===== src/rtl/serial_rx_if.sv =====
// Serial receiver bus: serial-side inputs plus the parallel word outputs.
interface serial_rx_if #(
    parameter int unsigned WIDTH = 32
);
    logic             sclk;
    logic             data_enable;
    logic             sdi;
    logic [WIDTH-1:0] data_out;
    logic             data_valid;
    logic             frame_err;
    logic             busy;

    modport master (
        output sclk, data_enable, sdi,
        input  data_out, data_valid, frame_err, busy
    );

    modport slave (
        input  sclk, data_enable, sdi,
        output data_out, data_valid, frame_err, busy
    );
endinterface


===== src/rtl/serial_rx.sv =====
// MSB-first serial receiver: synchronizes sclk/data_enable/sdi into clk and rebuilds words.
// Optional feature: define SERIAL_RX_FRAME_CHECK_EN to complete at frame close and flag bad lengths.
module serial_rx #(
    parameter int unsigned WIDTH       = 32,
    parameter int unsigned SYNC_STAGES = 2
) (
    input  logic        clk,
    input  logic        rst,
    serial_rx_if.slave  bus
);
    localparam int unsigned CNT_W = $clog2(WIDTH + 2);

    typedef enum logic {IDLE, RECV} state_t;

    logic [SYNC_STAGES-1:0] sclk_sq, en_sq, sdi_sq;
    logic                   sclk_hist, en_hist;
    logic [SYNC_STAGES:0]   warm;
    logic                   edges_ok, sclk_sync, en_sync, sdi_sync;
    logic                   sclk_re, en_re, en_fe;

    state_t                 state, state_d;
    logic [WIDTH-1:0]       shift_reg, shift_d;
    logic [CNT_W-1:0]       cnt, cnt_d;
    logic [WIDTH-1:0]       data_out_q, data_out_d;
    logic                   data_valid_q, data_valid_d;
    logic                   busy_q, busy_d;
`ifdef SERIAL_RX_FRAME_CHECK_EN
    logic                   frame_err_q, frame_err_d;
`endif

    // Synchronizers, one-flop history, and a warm-up window so a level already
    // high at reset release is never mistaken for an edge.
    always_ff @(posedge clk or posedge rst) begin
        if (rst) begin
            sclk_sq   <= '0;
            en_sq     <= '0;
            sdi_sq    <= '0;
            sclk_hist <= 1'b0;
            en_hist   <= 1'b0;
            warm      <= '0;
        end else begin
            sclk_sq   <= {sclk_sq[SYNC_STAGES-2:0], bus.sclk};
            en_sq     <= {en_sq[SYNC_STAGES-2:0], bus.data_enable};
            sdi_sq    <= {sdi_sq[SYNC_STAGES-2:0], bus.sdi};
            sclk_hist <= sclk_sq[SYNC_STAGES-1];
            en_hist   <= en_sq[SYNC_STAGES-1];
            warm      <= {warm[SYNC_STAGES-1:0], 1'b1};
        end
    end

    assign edges_ok  = warm[SYNC_STAGES];
    assign sclk_sync = sclk_sq[SYNC_STAGES-1];
    assign en_sync   = en_sq[SYNC_STAGES-1];
    assign sdi_sync  = sdi_sq[SYNC_STAGES-1];
    assign sclk_re   = edges_ok &  sclk_sync & ~sclk_hist;
    assign en_re     = edges_ok &  en_sync   & ~en_hist;
    assign en_fe     = edges_ok & ~en_sync   &  en_hist;

    // State and datapath registers
    always_ff @(posedge clk or posedge rst) begin
        if (rst) begin
            state        <= IDLE;
            shift_reg    <= '0;
            cnt          <= '0;
            data_out_q   <= '0;
            data_valid_q <= 1'b0;
            busy_q       <= 1'b0;
`ifdef SERIAL_RX_FRAME_CHECK_EN
            frame_err_q  <= 1'b0;
`endif
        end else begin
            state        <= state_d;
            shift_reg    <= shift_d;
            cnt          <= cnt_d;
            data_out_q   <= data_out_d;
            data_valid_q <= data_valid_d;
            busy_q       <= busy_d;
`ifdef SERIAL_RX_FRAME_CHECK_EN
            frame_err_q  <= frame_err_d;
`endif
        end
    end

    // Next state; frame close takes priority over a coincident sclk edge
    always_comb begin
        state_d      = state;
        shift_d      = shift_reg;
        cnt_d        = cnt;
        data_out_d   = data_out_q;
        data_valid_d = 1'b0;
`ifdef SERIAL_RX_FRAME_CHECK_EN
        frame_err_d  = 1'b0;
`endif
        case (state)
            IDLE: begin
                if (en_re) begin
                    shift_d = '0;
                    cnt_d   = '0;
                    state_d = RECV;
                end
            end
            RECV: begin
                if (en_fe) begin
                    state_d = IDLE;
`ifdef SERIAL_RX_FRAME_CHECK_EN
                    if (cnt == CNT_W'(WIDTH)) begin
                        data_out_d   = shift_reg;
                        data_valid_d = 1'b1;
                    end else begin
                        frame_err_d  = 1'b1;
                    end
`endif
                end else if (sclk_re) begin
`ifdef SERIAL_RX_FRAME_CHECK_EN
                    shift_d = {shift_reg[WIDTH-2:0], sdi_sync};
                    if (cnt < CNT_W'(WIDTH + 1))
                        cnt_d = cnt + CNT_W'(1);
`else
                    // Bits beyond a full word are dropped until the frame closes
                    if (cnt < CNT_W'(WIDTH)) begin
                        shift_d = {shift_reg[WIDTH-2:0], sdi_sync};
                        cnt_d   = cnt + CNT_W'(1);
                        if (cnt == CNT_W'(WIDTH - 1)) begin
                            data_out_d   = shift_d;
                            data_valid_d = 1'b1;
                        end
                    end
`endif
                end
            end
            default: state_d = IDLE;
        endcase
        busy_d = (state_d == RECV);
    end

    assign bus.data_out   = data_out_q;
    assign bus.data_valid = data_valid_q;
    assign bus.busy       = busy_q;
`ifdef SERIAL_RX_FRAME_CHECK_EN
    assign bus.frame_err  = frame_err_q;
`else
    assign bus.frame_err  = 1'b0;
`endif

endmodule


===== src/flat_wrapper.sv =====
// flat-port wrapper written by rule: the top's interface ports become plain ports
module serial_rx_flat 
#(
    parameter int unsigned WIDTH       = 32,
    parameter int unsigned SYNC_STAGES = 2
)
  (clk, rst, bus_sclk, bus_data_enable, bus_sdi, bus_data_out, bus_data_valid, bus_frame_err, bus_busy);
  serial_rx_if #(.WIDTH(WIDTH)) bus_i ();
  input  logic clk;
  input  logic rst;
  input wire logic [$bits(bus_i.sclk)-1:0] bus_sclk;
  input wire logic [$bits(bus_i.data_enable)-1:0] bus_data_enable;
  input wire logic [$bits(bus_i.sdi)-1:0] bus_sdi;
  output wire logic [$bits(bus_i.data_out)-1:0] bus_data_out;
  output wire logic [$bits(bus_i.data_valid)-1:0] bus_data_valid;
  output wire logic [$bits(bus_i.frame_err)-1:0] bus_frame_err;
  output wire logic [$bits(bus_i.busy)-1:0] bus_busy;
  assign bus_i.sclk = bus_sclk;
  assign bus_i.data_enable = bus_data_enable;
  assign bus_i.sdi = bus_sdi;
  assign bus_data_out = bus_i.data_out;
  assign bus_data_valid = bus_i.data_valid;
  assign bus_frame_err = bus_i.frame_err;
  assign bus_busy = bus_i.busy;
  serial_rx #(.WIDTH(WIDTH), .SYNC_STAGES(SYNC_STAGES)) u_core (.clk(clk), .rst(rst), .bus(bus_i));
endmodule

===== config.mk =====
export PLATFORM = sky130hd
export DESIGN_NAME = serial_rx_flat
export DESIGN_NICKNAME = d
export VERILOG_FILES = /design/src/rtl/serial_rx_if.sv /design/src/rtl/serial_rx.sv /design/src/flat_wrapper.sv
export SDC_FILE = /design/constraint.sdc
export NUM_CORES = 1
export LEC_CHECK = 0
export CAP_MARGIN = 20
export CORE_MARGIN = 5
export CORE_UTILIZATION = 54
export CTS_CLUSTER_DIAMETER = 200
export DETAILED_ROUTE_END_ITERATION = 16
export GPL_TIMING_DRIVEN = 0
export PLACE_DENSITY_LB_ADDON = 0.15
export SLEW_MARGIN = 0
export SYNTH_ARGS = -nofsm -noshare
export SYNTH_HDL_FRONTEND = slang
export SYNTH_SLANG_ARGS = --single-unit

===== constraint.sdc =====
create_clock -name clk -period 3.1 [get_ports clk]
set_input_delay 0.775 -clock clk [delete_from_list [all_inputs] [get_ports clk]]
set_output_delay 0.775 -clock clk [all_outputs]
set_load 0.01 [all_outputs]

==> key figures <==
Status
  – Outcome: complete, no violations

Worst setup path
  – CP startpoint: u_core.bus.data_out[30]
  – Req. time, crit path: 2320 ps
  – Worst-path cell chain: clkdlybuf4s50_1
  – Crit path kind: flop to output port
  – Arrival time at the worst endpoint: roughly 1200 ps
  – CP max stage delay: 540 ps
  – R2R cell count: 7
  – Flop2flop setup slack: 1200 ps
  – Delay-heaviest family, CP: buffers and inverters
  – Crit end category: output port
  – Crit path max-delay cell type: clkdlybuf4s50_1
  – CP max FO: 2
  – Reg-to-reg endpoint: u_core.bus.data_out[1]
  – RR Startpoint: u_core.state
  – Setup crit start kind: flop
  – WP buf/inv: 1

Routing
  – Highest routed metal layer: met4
  – Drt pass-1 iters: 4
  – Met1 Wirelength: 2344 µm
  – Final WL: 5150 µm
  – Wirelength per Cell: 13.55 µm
  – Met3 Wirelength: 267 µm
  – Iter 0 DRT Violations: 105
  – Post-route DRC: 0
  – Vias: 1974
  – WL met2: 2420 µm
  – Detail Route Antenna Nets: 0
  – Vias per cell: between 5 and 6

Clocking
  – H-Tree Depth: 3
  – Clk root buf: clkbuf_8
  – Reg clk slew, reported paths: 70 ps
  – PostCTS Resize Cnt: 0
  – # Post-CTS Setup Buffers: 0
  – Max clock buf depth: 2
  – # hold bufs at CTS: 0
  – CTS tree: yes
  – Skew-Pair Late Insertion Delay: 330 ps
  – Cts bufs inserted: 9
  – Clk sinks: 82

Final layout
  – Max reg flops: 32
  – Nets: 313
  – Antenna cells: 0
  – Share of cells above drive strength 1: 9.416%
  – Synth-to-layout area growth: 20.73%
  – Final Cell Area: 0.003767 mm²
  – Finished Layout Cells: 380
  – Fillers: ~440

Floorplanning
  – Starting density of the core: 55.98%
  – Ports: 40
  – Core Footprint: approximately 0.0056 mm²
  – Die width: 86.02 µm
  – Die Height: 86.02 µm
  – Num rows: 27
  – Die footprint: 0.007399 mm²

GRT
  – Gr usage total: between 15 and 20%
  – First-pass GRT wire length: between 9000 and 10000 µm
  – Vias in the first global route: 2010
  – Antenna violations before repair: 0
  – Largest net degree at the start of global routing: 50
  – Total grt overflow: 0

Synth
  – Yosys warnings: 0
  – Syn_area_per_cell: 12.14 µm²
  – Area of the mapped netlist: 0.003120 mm²
  – Yosys reg bits: approximately 80
  – Mapped Cells: about 260
  – Synth cell types: 26
  – Post-Syn Nets: 263
  – Register area share after synthesis: 65.76%

Pwr
  – Pwr/cell area: 477.2 mW/mm²
  – Maximum VDD drop: 0.3155 mV
  – Pleak: roughly 0.0019 µW
  – Tot Pwr: 1798 µW

Min path
  – Hold WC Path Type: flop to flop
  – WHS Path Cells: 0
  – Hold Path Origin: u_core.warm[1]
  – Hold Crit Endpoint: u_core.warm[2]

STA
  – Final period util: around two thirds
  – Fin crit period: 2011 ps
  – Final max-slew violation count: 0
  – Final setup vio count: 0
  – Count of final hold-check violations: 0
  – WHS: 351.5 ps
  – RSZ-0062 raised after global routing: no
  – Maximum achievable frequency: 497.3 MHz
  – Clock Skew: around 8 ps
  – Setup TNS: 0 ps

Placed design
  – Gpl congestion: 0.7776
  – IO buf count: 38
  – Placed cell area: 0.003621 mm²
  – Dpl hpwl: approximately 3500 µm
  – Dpl cells: 368

Job
  – Max cap viols: 0
final cells by class:
cell class | count | area (µm²) | area share [%]
Buffer | 16 | 98.84 | 2.624
Timing Repair Buffer | 39 | 407.9 | 10.83
Tap cell | 72 | 90.09 | 2.391
Clock inverter | 1 | 5.005 | 0.1328
Multi-Input combinational cell | 158 | 965.9 | 25.64
Sequential cell | 82 | 2052 | 54.47
Inverter | 1 | 6.256 | 0.1661
Clock buffer | 11 | 141.4 | 3.753
worst max-delay path by stage:
stage                              endpoint  cells after the start
global route               bus_data_out[14]                      1
detailed placement  u_core.bus.data_out[10]                      7
CTS                        bus_data_out[10]                      1
finish                     bus_data_out[30]                      1
global placement     u_core.bus.data_out[6]                      2
floorplan            u_core.bus.data_out[0]                      1
cells in the mapped netlist:
cell type	instances	area share (%)
nand4b_1	1	0.28
ha_1	1	0.40
buf_6	3	1.1
o211ai_1	1	0.24
nand3_1	36	5.8
a32o_1	1	0.32
clkbuf_1	6	0.72
o311ai_1	1	0.28
buf_4	3	0.72
and3_1	2	0.40
nand4b_2	1	0.48
conb_1	2	0.24
mux2_2	4	1.4
dfrtp_1	82	66
nand3b_1	2	0.48
mux2_1	29	10
nor2b_1	2	0.40
or3_1	1	0.20
nand2_1	67	8.1
buf_2	4	0.64
a22o_1	1	0.28
o21ai_1	1	0.16
nor2_1	3	0.36
a21oi_1	1	0.16
nor3_4	1	0.52
inv_1	1	0.12
report_power, final:
part | internal (µW) | total (µW) | switching [µW]
clock | 294 | 624 | 330
sequential | 1090 | 1100 | 14.1
combinational | 25.6 | 72.4 | 46.7
total | 1410 | 1800 | 391
metal layers:
layer | global-route usage [%] | up-vias
met2 | 24.67 | 37
met1 | 21.33 | 978
met4 | 8.633 | 0
met5 | 0 | -
li1 | - | 951
met3 | 3.939 | 8
cell usage in the layout (no fill, tap or decap), types with 2 or more instances in the layout:
master and instances:
mux2_1 29, conb_1 2, clkbuf_8 10, nor2_1 3
and3_1 2, buf_4 3, buf_2 4, buf_6 3
nor2b_1 2, nand2_1 67, nand3_1 36, clkbuf_1 7
clkdlybuf4s50_1 38, mux2_2 4, dfrtp_1 82, nand3b_1 2
stage by stage:
| step | worst slack, ps | util, % |
|---|---|---|
| detailed placement | 1195 | 64.96 |
| CTS | 1062 | 67.59 |
| floorplan | 216.6 | - |
| global placement | -1015 | 64.42 |
| global route | 1008 | 67.59 |
| finish | 1089 | 67.59 |
cell families after synthesis:
family | share of synthesized area [%]
and+or+nand+nor | 16.96
buffers and inverters | 3.288
muxes | 11.91
adders and majority gates | 0.4009
AOI/OAI and AO/OA | 1.443
DFF | 65.76
other | 0.2407
Note: power is estimated with default switching activity, not from simulation.
